$ cat src/rtl/lsu_pkg.sv
// Shared definitions for the load/store unit: RV32I width codes, fault codes and FSM states.
package lsu_pkg;

    localparam logic [2:0] LSU_B  = 3'b000;
    localparam logic [2:0] LSU_H  = 3'b001;
    localparam logic [2:0] LSU_W  = 3'b010;
    localparam logic [2:0] LSU_BU = 3'b100;
    localparam logic [2:0] LSU_HU = 3'b101;

    localparam logic [1:0] EXC_OK      = 2'b00;
    localparam logic [1:0] EXC_MISALGN = 2'b01;
    localparam logic [1:0] EXC_ILLEGAL = 2'b10;
    localparam logic [1:0] EXC_TIMEOUT = 2'b11;

    typedef enum logic [1:0] {
        ST_IDLE = 2'b00,
        ST_REQ  = 2'b01,
        ST_DONE = 2'b10
    } state_t;

    // Byte-lane enables; funct3[1:0] encodes the access size for loads and stores alike.
    function automatic logic [3:0] lsu_byte_en(input logic [2:0] funct3, input logic [1:0] lo);
        case (funct3[1:0])
            2'b00:   lsu_byte_en = 4'b0001 << lo;
            2'b01:   lsu_byte_en = 4'b0011 << lo;
            default: lsu_byte_en = 4'b1111;
        endcase
    endfunction

    function automatic logic [31:0] lsu_store_rep(input logic [2:0] funct3, input logic [31:0] d);
        case (funct3[1:0])
            2'b00:   lsu_store_rep = {4{d[7:0]}};
            2'b01:   lsu_store_rep = {2{d[15:0]}};
            default: lsu_store_rep = d;
        endcase
    endfunction

endpackage

$ cat src/rtl/lsu_load_extend.sv
// Selects the addressed lane of a read word and sign/zero-extends it to 32 bits.
module lsu_load_extend
    import lsu_pkg::*;
(
    input  logic [31:0] rdata_i,
    input  logic [1:0]  addrLo_i,
    input  logic [2:0]  funct3_i,
    output logic [31:0] data_o
);

    logic [31:0] lane;

    always_comb begin
        lane   = rdata_i >> {addrLo_i, 3'b000};
        data_o = lane;
        case (funct3_i)
            LSU_B:   data_o = {{24{lane[7]}}, lane[7:0]};
            LSU_H:   data_o = {{16{lane[15]}}, lane[15:0]};
            LSU_BU:  data_o = {24'd0, lane[7:0]};
            LSU_HU:  data_o = {16'd0, lane[15:0]};
            LSU_W:   data_o = lane;
            default: data_o = lane;
        endcase
    end

endmodule

$ cat src/rtl/load_store_unit.sv
// Data-memory stage: one byte/half/word load or store per op over a req/ack port,
// with alignment/funct3 checks at accept and an optional request timeout.
module load_store_unit
    import lsu_pkg::*;
#(
    parameter int unsigned TIMEOUT_CYCLES = 255
) (
    input  logic        i_clk,
    input  logic        i_arst_n,
    input  logic        i_valid,
    output logic        o_ready,
    input  logic        i_isStore,
    input  logic [2:0]  i_funct3,
    input  logic [31:0] i_addr,
    input  logic [31:0] i_storeData,
    output logic        o_done,
    output logic [31:0] o_loadData,
    output logic [1:0]  o_exc,
    output logic        o_memReq,
    output logic        o_memWe,
    output logic [31:0] o_memAddr,
    output logic [3:0]  o_memBe,
    output logic [31:0] o_memWdata,
    input  logic        i_memAck,
    input  logic [31:0] i_memRdata
);

    state_t      state_q, state_d;
    logic        isStore_q, isStore_d;
    logic [2:0]  funct3_q, funct3_d;
    logic [1:0]  addrLo_q, addrLo_d;
    logic [31:0] cnt_q, cnt_d;
    logic [31:0] loadData_q, loadData_d;
    logic [1:0]  exc_q, exc_d;
    logic        memReq_q, memReq_d;
    logic        memWe_q, memWe_d;
    logic [31:0] memAddr_q, memAddr_d;
    logic [3:0]  memBe_q, memBe_d;
    logic [31:0] memWdata_q, memWdata_d;

    logic [31:0] extData;
    logic        illegal, misaligned;

    lsu_load_extend u_ext (
        .rdata_i  (i_memRdata),
        .addrLo_i (addrLo_q),
        .funct3_i (funct3_q),
        .data_o   (extData)
    );

    always_comb begin
        illegal    = i_isStore ? (i_funct3 > LSU_W)
                               : (i_funct3 == 3'b011 || i_funct3 == 3'b110 || i_funct3 == 3'b111);
        misaligned = (i_funct3[1:0] == 2'b01 && i_addr[0]) ||
                     (i_funct3[1:0] == 2'b10 && i_addr[1:0] != 2'b00);
    end

    always_comb begin
        state_d    = state_q;
        isStore_d  = isStore_q;
        funct3_d   = funct3_q;
        addrLo_d   = addrLo_q;
        cnt_d      = cnt_q;
        loadData_d = loadData_q;
        exc_d      = exc_q;
        memReq_d   = memReq_q;
        memWe_d    = memWe_q;
        memAddr_d  = memAddr_q;
        memBe_d    = memBe_q;
        memWdata_d = memWdata_q;
        case (state_q)
            ST_IDLE: begin
                if (i_valid) begin
                    isStore_d = i_isStore;
                    funct3_d  = i_funct3;
                    addrLo_d  = i_addr[1:0];
                    cnt_d     = '0;
                    if (illegal || misaligned) begin
                        // Illegal funct3 takes priority; faults skip the memory port entirely.
                        state_d    = ST_DONE;
                        exc_d      = illegal ? EXC_ILLEGAL : EXC_MISALGN;
                        loadData_d = '0;
                    end else begin
                        state_d    = ST_REQ;
                        memReq_d   = 1'b1;
                        memWe_d    = i_isStore;
                        memAddr_d  = {i_addr[31:2], 2'b00};
                        memBe_d    = lsu_byte_en(i_funct3, i_addr[1:0]);
                        memWdata_d = i_isStore ? lsu_store_rep(i_funct3, i_storeData) : '0;
                    end
                end
            end
            ST_REQ: begin
                if (i_memAck) begin
                    state_d    = ST_DONE;
                    memReq_d   = 1'b0;
                    exc_d      = EXC_OK;
                    loadData_d = isStore_q ? '0 : extData;
                end else if (TIMEOUT_CYCLES != 0 && (cnt_q + 32'd1) == TIMEOUT_CYCLES) begin
                    state_d    = ST_DONE;
                    memReq_d   = 1'b0;
                    exc_d      = EXC_TIMEOUT;
                    loadData_d = '0;
                    cnt_d      = '0;
                end else begin
                    cnt_d = cnt_q + 32'd1;
                end
            end
            ST_DONE: state_d = ST_IDLE;
            default: state_d = ST_IDLE;
        endcase
    end

    always_ff @(posedge i_clk or negedge i_arst_n) begin
        if (!i_arst_n) begin
            state_q    <= ST_IDLE;
            isStore_q  <= 1'b0;
            funct3_q   <= '0;
            addrLo_q   <= '0;
            cnt_q      <= '0;
            loadData_q <= '0;
            exc_q      <= EXC_OK;
            memReq_q   <= 1'b0;
            memWe_q    <= 1'b0;
            memAddr_q  <= '0;
            memBe_q    <= '0;
            memWdata_q <= '0;
        end else begin
            state_q    <= state_d;
            isStore_q  <= isStore_d;
            funct3_q   <= funct3_d;
            addrLo_q   <= addrLo_d;
            cnt_q      <= cnt_d;
            loadData_q <= loadData_d;
            exc_q      <= exc_d;
            memReq_q   <= memReq_d;
            memWe_q    <= memWe_d;
            memAddr_q  <= memAddr_d;
            memBe_q    <= memBe_d;
            memWdata_q <= memWdata_d;
        end
    end

    assign o_ready    = (state_q == ST_IDLE);
    assign o_done     = (state_q == ST_DONE);
    assign o_loadData = loadData_q;
    assign o_exc      = exc_q;
    assign o_memReq   = memReq_q;
    assign o_memWe    = memWe_q;
    assign o_memAddr  = memAddr_q;
    assign o_memBe    = memBe_q;
    assign o_memWdata = memWdata_q;

endmodule

$ cat config.mk
export PLATFORM = sky130hd
export DESIGN_NAME = load_store_unit
export DESIGN_NICKNAME = d
export VERILOG_FILES = /design/src/rtl/lsu_pkg.sv /design/src/rtl/lsu_load_extend.sv /design/src/rtl/load_store_unit.sv
export SDC_FILE = /design/constraint.sdc
export NUM_CORES = 1
export LEC_CHECK = 0
export CAP_MARGIN = 20
export CORE_UTILIZATION = 45
export CTS_CLUSTER_SIZE = 12
export DETAILED_ROUTE_END_ITERATION = 8
export GPL_TIMING_DRIVEN = 0
export PLACE_DENSITY = 0.78
export SLEW_MARGIN = 20
export SYNTH_ARGS = -nofsm -noshare
export SYNTH_HDL_FRONTEND = slang
export SYNTH_SLANG_ARGS = --single-unit
$ cat constraint.sdc
create_clock -name i_clk -period 2.8 [get_ports i_clk]
set_clock_uncertainty 0.1 [all_clocks]
set_input_delay 0.7 -clock i_clk [delete_from_list [all_inputs] [get_ports i_clk]]
set_output_delay 0.7 -clock i_clk [all_outputs]
set_load 0.03 [all_outputs]
==> flow_summary.toml <==
[run_status]
outcome = "finished with violations"
violations = "negative setup slack"

[timing]
fin_crit_sh_pct = 104.2
drv_slew = 0
fmax_ghz = 0.3428
whs_ns = 0.1032
period_minus_slack_ns = 2.917
worst_pin_slew_ns = 0.9860
fin_ws_ns = -0.1171
setup_viol = 44
hold_viol_final = 0
rsz0062_at_grt = "yes"
slew-limit-headroom_pct = 34.02

[critical_path]
endpoint_kind = "flip-flop"
r2r-end = "o_loadData[1]"
crit_required_ns = 2.98
cp_max_fo = 7
reg2reg_from = "cnt_q[0]"
crit_path_top_delay_cell = "dfrtp_2"
reg2regPathDepth = 9
cp-startpoint = "cnt_q[0]"
crit_path_start_kind = "flip-flop"
cp_data_arrival_time_ns = 3.09
crit_end = "o_loadData[1]"
critical_path_class = "flip-flop to flip-flop"
ff2ff_setup_slack_ns = -0.12
worstPathCellList = "nand4_1, or3_4, nor4_4, xor2_2, a2111oi_4, and4_4, buf_12, clkbuf_16, a41oi_1"
slowest_delay_ns = 0.43

[clock_network]
cts_tree = "done"
clk_latency_ns = 0.42
clk_pin_slew_ns = 0.07
cts_made_buffers = 17
cts_sinks = 142
cts_buffer_depth = 2
cts_root_buf = "clkbuf_16"
h-tree-depth = 4

[logic_synthesis]
synth_seq_area_share_pct = 45.05
yosysTopAreaCell = "dfrtp_1"
synth_seq_cells = 142
synth_cells = 899
synth_fa_ha_area_share_pct = 0.3173
synth-warning-count = 0
syn_area_per_cell_um2 = 8.774
muxShareOfSynthArea_pct = 7.598
synth-simple-area-share_pct = 21.62
synth-edff-count = 0
yosys.area_share.xor_xnor_pct = 3.109
ys.flop_type = "dfrtp_1"
synth_cell_type_count = 57
synth-compound-area-share_pct = 17.35
synth_top_family_by_area = "simple AND/OR/NAND/NOR gates"
synth_top_area_share_pct = 45.05
async_flop_share_pct = 100.0
syn_area_um2 = 7888
synth_area_leaders = "dfrtp_1 (45%), nand2_1 (7.8%), mux2i_1 (5.5%)"

[grt]
antenna_found_initial = 0
grt_pass1_wl_mm = 41.20
grt_usage_pct = 29.22
grt_pass1_vias = 7877
overflow = 0
grt_max_degree = 75

[drt]
avgRoutedWirePerCell_um = 19.27
drt-total-wl_mm = 27.02
drc_errors = 0
detail_route.vias_per_cell = 5.884
drt_first_pass_iters = 5
drtIter0Drc = 804
vias = 8249
final_antenna_net_count = 0

[placed_design]
gp_congestion = 0.9458
portBuffers = 207
hpwl_mm = 18.02

[power_and_ir_drop]
irDropWorstVdd_v = 0.0005045
clock_power_share_pct = 28.0
total_power_mw = 8.283
swShare_pct = 38.18
p_leak_nw = 5.165
power_density_nw_per_um2 = 711.0
seqPwrFrac_pct = 33.5
netSwitchingPower_mw = 3.163
p_int_mw = 5.120
comb_power_share_pct = 38.5

[run]
cap_violations = 0

[floorplanning]
core-area_um2 = 17180
io_pins = 210
rows = 48
die_h_um = 134.4
start_util_pct = 45.92
fp.dieW_um = 134.4
dieArea_um2 = 18060

[final_layout]
synthToLayoutAreaGrowth_pct = 47.70
fillers = 1325
final_nets = 1271
diodes = 0
drive_gt1_share_pct = 15.29

[min_path]
hp-class = "input pin to async pin"
-- worst min-delay path by stage --
stage,from,endpoint
3_3_place_gp,o_memAddr[5],o_memAddr[5]
2_1_floorplan,i_arst_n,addrLo_q[0]
3_5_place_dp,o_memAddr[4],o_memAddr[4]
6_report,i_arst_n,o_memAddr[26]
4_1_cts,i_arst_n,o_memAddr[26]
5_1_grt,i_arst_n,o_memAddr[26]
-- per-layer routing --
layer  track usage [%]  vias up  wire length (um)
met5                 0        -                 0
met4             11.30        0               876
met3             8.768       95              2792
met2             47.24      508             12820
met1             36.71     3922             10530
li1                  -     3724                 -
-- cells in the mapped netlist, types with 3 or more instances --
| master | instances |
|---|---|
| nand2_1 | 164 |
| dfrtp_1 | 142 |
| nor2_1 | 72 |
| o21ai_0 | 70 |
| a21oi_1 | 65 |
| clkbuf_1 | 44 |
| mux2i_1 | 43 |
| nand3_1 | 27 |
| nor3_1 | 19 |
| xor2_1 | 18 |
| inv_1 | 17 |
| nand4_1 | 17 |
| a31oi_1 | 16 |
| and3_1 | 13 |
| mux2_2 | 13 |
| buf_1 | 10 |
| nor4_1 | 10 |
| xnor2_1 | 10 |
| a22o_1 | 9 |
| o211ai_1 | 9 |
| a41oi_1 | 8 |
| o22ai_1 | 8 |
| o31ai_1 | 7 |
| a311oi_1 | 6 |
| buf_2 | 6 |
| buf_4 | 6 |
| nand2b_1 | 6 |
| nor4_2 | 6 |
| o21a_1 | 6 |
| nor2b_1 | 5 |
| and4_1 | 4 |
| buf_6 | 4 |
| nand3b_1 | 4 |
| a21o_1 | 3 |
| a31o_1 | 3 |
| or3_1 | 3 |
-- sequential cells by signal (all words and copies together) (netlist names) --
signal      count
o_loadData     32
funct3_q        3
o_exc           2
state_q         2
o_memWe         1
o_memAddr      30
o_memWdata     32
isStore_q       1
o_memBe         4
addrLo_q        2
cnt_q          32
o_memReq        1
-- what timing repair did --
item | in CTS | in global routing
hold buffers | 0 | 0
setup buffers | 23 | 16
cloned | 1 | 4
pin swaps | 12 | 5
setup endpoints to repair | 121 | 53
gates resized for setup | 47 | 57
-- worst max-delay path: cells and delay by family (launching register included) --
kind                      cells  cell delay, ns
AOI/OAI and AO/OA             2            0.46
xor gates and xnor gates      1            0.16
buffers and inverters         2            0.30
DFF                           1            0.43
and+or+nand+nor               4            1.33
-- power by group through the flow --
stage	clock [mW]	sequential [mW]	combinational [mW]
2_1_floorplan	0	3.51	1.01
3_3_place_gp	0	2.78	3.08
3_5_place_dp	0	2.79	3.12
4_1_cts	2.34	2.76	3.16
5_1_grt	2.43	2.82	3.40
6_report	2.32	2.77	3.19
-- per-stage QoR --
| stage | util, % | cell area (um2) | TNS (ns) | instances | setup WS (ns) |
|---|---|---|---|---|---|
| after floorplan | - | 7896 | 0 | 900 | 0.05206 |
| after global placement | 59.67 | 10250 | -767.32 | 1332 | -4.943 |
| after detailed placement | 59.86 | 10280 | -73.49 | 1333 | -0.8215 |
| after CTS | 65.42 | 11240 | 0 | 1382 | 0.001653 |
| after global routing | 67.82 | 11650 | -5.778 | 1402 | -0.1768 |
| final | 67.82 | 11650 | -3.206 | 1402 | -0.1171 |
-- cells in the final DEF (no fill, tap or decap), types with 6 or more instances in the layout --
cell type	Yosys	layout
buf_8	0	7
nand3_1	27	24
clkbuf_1	44	33
nor4_2	6	7
a31oi_1	16	16
xor2_1	18	16
dfrtp_1	142	130
xnor2_1	10	10
clkdlybuf4s50_1	0	205
inv_1	17	17
buf_2	6	6
buf_4	6	41
o211ai_1	9	9
a22o_1	9	9
o21a_1	6	6
mux2i_1	43	43
nand4_1	17	17
nand2b_1	6	6
mux2_2	13	13
a21oi_1	65	65
o22ai_1	8	8
nand2_1	164	162
a41oi_1	8	8
clkbuf_16	0	20
o21ai_0	70	68
dfrtp_2	0	12
and3_1	13	13
buf_6	4	6
nor3_1	19	14
nor2_1	72	70
-- final cells by class --
| cell class | instances | area [um2] | area share (%) |
|---|---|---|---|
| timing repair buffer | 252 | 2522 | 21.65 |
| sequential | 142 | 3568 | 30.63 |
| tap | 225 | 281.5 | 2.417 |
| inverter | 17 | 63.81 | 0.5477 |
| clock inverter | 13 | 153.9 | 1.321 |
| multi-input combinational | 671 | 4234 | 36.34 |
| clock buffer | 18 | 439.2 | 3.770 |
| buffer | 64 | 386.6 | 3.319 |
-- cells by family after synthesis --
group                    after synthesis
buffers and inverters                 87
other                                  1
AO/OA/AOI/OAI                        223
XOR/XNOR                              28
multiplexers                          57
AND/OR/NAND/NOR                      359
flip-flops                           142
adder cells (fa/ha/maj)                2
No activity file was read; power rests on OpenSTA's default activity.
